==> config.mk <==
export PLATFORM = sky130hd
export DESIGN_NAME = parity_frame_gen_flat
export DESIGN_NICKNAME = d
export VERILOG_FILES = /design/src/rtl/parity_frame_gen_if.sv /design/src/rtl/parity_frame_gen.sv /design/src/flat_wrapper.sv
export SDC_FILE = /design/constraint.sdc
export NUM_CORES = 1
export LEC_CHECK = 0
export CELL_PAD_IN_SITES_DETAIL_PLACEMENT = 1
export CELL_PAD_IN_SITES_GLOBAL_PLACEMENT = 1
export CORE_ASPECT_RATIO = 1.5
export CORE_MARGIN = 5
export CORE_UTILIZATION = 40
export CTS_CLUSTER_SIZE = 20
export DETAILED_ROUTE_END_ITERATION = 16
export PLACE_DENSITY_LB_ADDON = 0.15
export SYNTH_ARGS = -nofsm -noshare
export SYNTH_HDL_FRONTEND = slang
export SYNTH_SLANG_ARGS = --single-unit
==> constraint.sdc <==
create_clock -name clk -period 2.9 [get_ports clk]
set_input_delay 0.58 -clock clk [delete_from_list [all_inputs] [get_ports clk]]
set_output_delay 0.58 -clock clk [all_outputs]
set_load 0.02 [all_outputs]
==> src/rtl/parity_frame_gen_if.sv <==
// Handshake bundle for parity_frame_gen: the input word stream and the output beat stream.
interface parity_frame_gen_if #(
  parameter int DATA_W = 8
);
  logic              in_valid;
  logic              in_ready;
  logic [DATA_W-1:0] in_data;
  logic              in_last;
  logic              in_par;
  logic              out_valid;
  logic              out_ready;
  logic [DATA_W-1:0] out_data;
  logic              out_par;
  logic              out_last;
  logic              out_trailer;
  logic              out_err;

  modport master (
    output in_valid, in_data, in_last, in_par, out_ready,
    input  in_ready, out_valid, out_data, out_par, out_last, out_trailer, out_err
  );

  modport slave (
    input  in_valid, in_data, in_last, in_par, out_ready,
    output in_ready, out_valid, out_data, out_par, out_last, out_trailer, out_err
  );
endinterface

==> src/rtl/parity_frame_gen.sv <==
// Streaming per-word parity generator that appends a longitudinal (column-XOR) parity trailer to each frame.
// Optional receive-side parity checker is compiled in when PARITY_CHECK_EN is defined.
module parity_frame_gen #(
  parameter int DATA_W = 8,
  parameter int ODD    = 0,
  parameter int LEN_W  = 8
) (
  input  logic               clk,
  input  logic               rst,
  parity_frame_gen_if.slave  bus,
  output logic [LEN_W-1:0]   frame_len,
  output logic [7:0]         err_cnt
);

  localparam logic [1:0]       IDLE     = 2'd0;
  localparam logic [1:0]       BODY     = 2'd1;
  localparam logic [1:0]       TRAILER  = 2'd2;
  localparam logic             ODD_BIT  = (ODD != 0);
  localparam logic [LEN_W-1:0] WCNT_MAX = '1;

  logic [1:0]        state;
  logic [DATA_W-1:0] lrc;
  logic [LEN_W-1:0]  wcnt;
  logic              stage_free;
  logic              data_acc;
  logic              trl_load;

  // The trailer owns the output stage for one load, so input is refused while it is pending.
  assign stage_free   = !bus.out_valid || bus.out_ready;
  assign bus.in_ready = stage_free && (state != TRAILER);
  assign data_acc     = bus.in_valid && bus.in_ready;
  assign trl_load     = stage_free && (state == TRAILER);

  always_ff @(posedge clk or posedge rst) begin
    if (rst) begin
      state           <= IDLE;
      lrc             <= '0;
      wcnt            <= '0;
      frame_len       <= '0;
      bus.out_valid   <= 1'b0;
      bus.out_data    <= '0;
      bus.out_par     <= 1'b0;
      bus.out_last    <= 1'b0;
      bus.out_trailer <= 1'b0;
    end else if (data_acc) begin
      bus.out_valid   <= 1'b1;
      bus.out_data    <= bus.in_data;
      bus.out_par     <= (^bus.in_data) ^ ODD_BIT;
      bus.out_last    <= 1'b0;
      bus.out_trailer <= 1'b0;
      lrc             <= lrc ^ bus.in_data;
      if (wcnt != WCNT_MAX) begin
        wcnt <= wcnt + 1'b1;
      end
      state <= bus.in_last ? TRAILER : BODY;
    end else if (trl_load) begin
      bus.out_valid   <= 1'b1;
      bus.out_data    <= lrc;
      bus.out_par     <= (^lrc) ^ ODD_BIT;
      bus.out_last    <= 1'b1;
      bus.out_trailer <= 1'b1;
      frame_len       <= wcnt;
      lrc             <= '0;
      wcnt            <= '0;
      state           <= IDLE;
    end else if (bus.out_ready) begin
      bus.out_valid <= 1'b0;
    end
  end

`ifdef PARITY_CHECK_EN
  localparam logic [7:0] ERR_MAX = 8'hFF;

  logic mismatch;

  assign mismatch = bus.in_par != ((^bus.in_data) ^ ODD_BIT);

  // The error flag travels with its data beat; trailer beats never carry an error.
  always_ff @(posedge clk or posedge rst) begin
    if (rst) begin
      bus.out_err <= 1'b0;
      err_cnt     <= '0;
    end else if (data_acc) begin
      bus.out_err <= mismatch;
      if (mismatch && (err_cnt != ERR_MAX)) begin
        err_cnt <= err_cnt + 8'd1;
      end
    end else if (trl_load) begin
      bus.out_err <= 1'b0;
    end
  end
`else
  logic unused_par;

  assign unused_par  = bus.in_par;
  assign bus.out_err = 1'b0;
  assign err_cnt     = '0;
`endif

endmodule

==> src/flat_wrapper.sv <==
// flat-port wrapper written by rule: the top's interface ports become plain ports
module parity_frame_gen_flat 
#(
  parameter int DATA_W = 8,
  parameter int ODD    = 0,
  parameter int LEN_W  = 8
)
  (clk, rst, frame_len, err_cnt, bus_in_valid, bus_in_data, bus_in_last, bus_in_par, bus_out_ready, bus_in_ready, bus_out_valid, bus_out_data, bus_out_par, bus_out_last, bus_out_trailer, bus_out_err);
  parity_frame_gen_if #(.DATA_W(DATA_W)) bus_i ();
  input  logic clk;
  input  logic rst;
  output logic [LEN_W-1:0] frame_len;
  output logic [7:0] err_cnt;
  input wire logic [$bits(bus_i.in_valid)-1:0] bus_in_valid;
  input wire logic [$bits(bus_i.in_data)-1:0] bus_in_data;
  input wire logic [$bits(bus_i.in_last)-1:0] bus_in_last;
  input wire logic [$bits(bus_i.in_par)-1:0] bus_in_par;
  input wire logic [$bits(bus_i.out_ready)-1:0] bus_out_ready;
  output wire logic [$bits(bus_i.in_ready)-1:0] bus_in_ready;
  output wire logic [$bits(bus_i.out_valid)-1:0] bus_out_valid;
  output wire logic [$bits(bus_i.out_data)-1:0] bus_out_data;
  output wire logic [$bits(bus_i.out_par)-1:0] bus_out_par;
  output wire logic [$bits(bus_i.out_last)-1:0] bus_out_last;
  output wire logic [$bits(bus_i.out_trailer)-1:0] bus_out_trailer;
  output wire logic [$bits(bus_i.out_err)-1:0] bus_out_err;
  assign bus_i.in_valid = bus_in_valid;
  assign bus_i.in_data = bus_in_data;
  assign bus_i.in_last = bus_in_last;
  assign bus_i.in_par = bus_in_par;
  assign bus_i.out_ready = bus_out_ready;
  assign bus_in_ready = bus_i.in_ready;
  assign bus_out_valid = bus_i.out_valid;
  assign bus_out_data = bus_i.out_data;
  assign bus_out_par = bus_i.out_par;
  assign bus_out_last = bus_i.out_last;
  assign bus_out_trailer = bus_i.out_trailer;
  assign bus_out_err = bus_i.out_err;
  parity_frame_gen #(.DATA_W(DATA_W), .ODD(ODD), .LEN_W(LEN_W)) u_core (.clk(clk), .rst(rst), .bus(bus_i), .frame_len(frame_len), .err_cnt(err_cnt));
endmodule
==> results.py <==
metrics = {
    "status": {
        "status": "completed",
    },
    "placed_design": {
        "place_congestion": 0.756,
        "dpl_cell_area_sq_um": 2180,
        "post-dp-hpwl_um": 3240,
        "io_buffers": 33,
    },
    "timing": {
        "setup_violations": 0,
        "final_hold_viol_count": 0,
        "slew_viol_final": 0,
        "fin_skew_ns": 0.00912,
        "fin_setup_tns_ns": 0,
        "rsz0062_at_grt": "no",
        "fmaxAchievable_mhz": 415,
        "relSlewSlack_pct": 53.6,
        "post-route-period-util_pct": 83.1,
        "worst_slew_pin_slew_ns": 0.695,
        "layout_min_cycle_time_ns": 2.41,
    },
    "cells_and_area": {
        "fillers": 518,
        "regArea_sq_um": 926,
        "drive_gt1_share_pct": 7.89,
        "antenna_cells": 0,
        "final_area_sq_um": 2270,
        "synthToLayoutAreaGrowth_pct": 22.9,
        "multiInputGateArea_sq_um": 800,
        "finalNetCount": 242,
    },
    "logic_synthesis": {
        "yosysSeqAreaShare_pct": 50.2,
        "synth_seq_cells": 37,
        "synth-edff-count": 0,
        "ys_warn_count": 0,
        "syn_inst": 190,
        "mappedNetlistArea_sq_um": 1840,
        "avgSynthCellArea_sq_um": 9.70,
        "async_reset_ff_share_pct": 100,
        "synth_ff_type": "dfrtp_1",
        "ys_types": 34,
    },
    "global_routing": {
        "grt_pass1_vias": 1618,
        "antenna_found_initial": 0,
        "top_usage_layer": "met2",
        "grt-ovfl-total": 0,
        "grt_max_degree": 38,
        "grt_pass1_wl_um": 7580,
        "met3_usage_pct": 4.21,
        "track_usage_pct": 16.2,
        "grt_use_met1_pct": 16.8,
        "grt.met2_usage_pct": 30.2,
    },
    "clocking": {
        "clk_latency_ns": 0.30,
        "hold_buffers": 0,
        "cts_root_buf": "clkbuf_8",
        "tritoncts": "done",
        "postCtsSetupRepairBufs": 0,
        "cts_buffers": 5,
        "path_clk_slew_ns": 0.08,
        "cts_resized": 0,
        "cts_htree_levels": 2,
        "clock_sinks": 37,
        "clock_path_buffers": 2,
    },
    "worst_setup_path": {
        "critPathLaunchType": "input port",
        "end_kind": "output port",
        "crit_type": "input port to output port",
        "crit_fanout": 3,
        "cp_data_arrival_time_ns": 1.83,
        "worstPathRequired_ns": 2.32,
    },
    "detailed_routing": {
        "drt-initial-drc-count": 85,
        "ant_nets": 0,
        "drcViolationCount": 0,
        "wirelength_um": 4430,
        "num_vias": 1492,
        "vias_per_cell": 5.41,
        "dr.pass1.iters": 4,
        "wl_per_cell_um": 16.0,
    },
    "floorplanning": {
        "start_util_pct": 40.9,
        "die_w_um": 65.4,
        "die_y_um": 93.1,
        "core_area_sq_um": 4500,
        "fp-row-count": 30,
        "die_area_sq_um": 6090,
        "ios": 44,
    },
    "power": {
        "peakVddDrop_mv": 0.443,
        "power_density_nw_per_um2": 709,
        "p_leak_uw": 0.00104,
    },
    "worst_hold_path": {
        "hold_class": "flip-flop to flip-flop",
    },
    "flow_run": {
        "maxCapViolations": 0,
    },
}
-- cells by family (layout without fill, tap and decap cells) --
kind of cell	Yosys count	in the layout	share of synthesized area, %
compound gates	35	35	14.4
xor+xnor	18	18	8.55
fa+ha+maj	1	1	0.679
buf+inv	25	55	8.01
flops	37	37	50.2
other cells	1	9	0.203
simple gates	73	73	17.9
-- sequential cells by signal (all words and copies together), names as in the netlist --
name                  count
u_core.bus.out_data       8
u_core.frame_len          8
u_core.lrc                8
u_core.wcnt               8
u_core.state              2
u_core.bus.out_last       1
u_core.bus.out_par        1
u_core.bus.out_valid      1
-- layout by cell type (no fill, tap or decap), types with 2 or more instances in the layout --
master and instances:
xor2_1 2, o21ai_1 6, a222oi_1 8, clkdlybuf4s50_1 33, inv_1 10, clkinv_2 2, xnor2_1 16, conb_1 9
nor2b_1 2, nand2_1 41, and3_1 2, buf_4 4, nand2b_1 2, dfrtp_1 37, clkbuf_8 5, nor2_1 8
and3_4 2, nand3_1 12, o21ai_0 11
-- critical path, stage by stage --
cell and delay (ns):
clkdlybuf4s50_1 0.47, nor2b_1 0.07, nor2_1 0.10, clkdlybuf4s50_1 0.61
-- synthesized netlist by cell type, types with 2 or more instances --
| master | instances | area share, % |
|---|---|---|
| nand2_1 | 41 | 8.4 |
| buf_4 | 10 | 4.1 |
| buf_6 | 2 | 1.2 |
| nor2_1 | 8 | 1.6 |
| dfrtp_1 | 37 | 50 |
| xnor2_1 | 16 | 7.6 |
| nor2b_1 | 2 | 0.68 |
| nand2b_1 | 2 | 0.68 |
| clkbuf_1 | 2 | 0.41 |
| a222oi_1 | 8 | 4.3 |
| and3_4 | 2 | 1.2 |
| o21ai_1 | 6 | 1.6 |
| xor2_1 | 2 | 0.95 |
| inv_1 | 10 | 2.0 |
| and3_1 | 2 | 0.68 |
| nand3_1 | 12 | 3.3 |
| o21ai_0 | 11 | 3.0 |
-- through the flow --
stage,hold slack [ns],power [uW],setup slack (ns),utilization [%],instances
floorplan,0.479,1070,1.20,-,198
global placement,0.459,1240,0.490,48.5,268
detailed placement,0.463,1270,0.484,48.5,268
CTS,0.481,1630,0.478,50.3,276
global route,0.507,1710,0.424,50.3,276
finish,0.473,1610,0.489,50.3,276
-- path summary, 6_finish.rpt --
kind / start / end / slack (ns) / depth (start not counted)
max in group asynchronous: rst / u_core.bus.out_data[7] / 1.87 / 3
min in group asynchronous: rst / u_core.frame_len[0] / 0.69 / 3
setup / recovery: bus_out_ready / bus_in_ready / 0.49 / 4
setup reg to reg: u_core.state[0] / u_core.lrc[1] / 1.20 / 4
hold reg to reg: u_core.frame_len[7] / u_core.frame_len[7] / 0.47 / 2
hold / removal: u_core.frame_len[7] / u_core.frame_len[7] / 0.47 / 2
-- cell type report --
class	count	area share, %
clock buffer	6	3.20
clock inverter	2	0.442
inverter	10	1.66
multi-input combinational	136	35.3
sequential	37	40.9
tap	48	2.65
timing repair buffer	37	15.9
-- metal layers --
metal  up-vias  wire length, um  part of all wire (%)
met1       764             1670                    38
met4         0               87                   2.0
met2        24             2530                    57
met5         -                0                     0
met3         7              143                   3.2
li1        697                -                     -
-- power by group --
part           total [uW]  internal, uW  switching, uW  leakage, uW
registers             712           617           94.1     0.000482
clock network         356           167            190    0.0000450
logic                 538           259            279     0.000513
total                1610          1040            563      0.00104
Note: power is estimated with default switching activity, not from simulation.
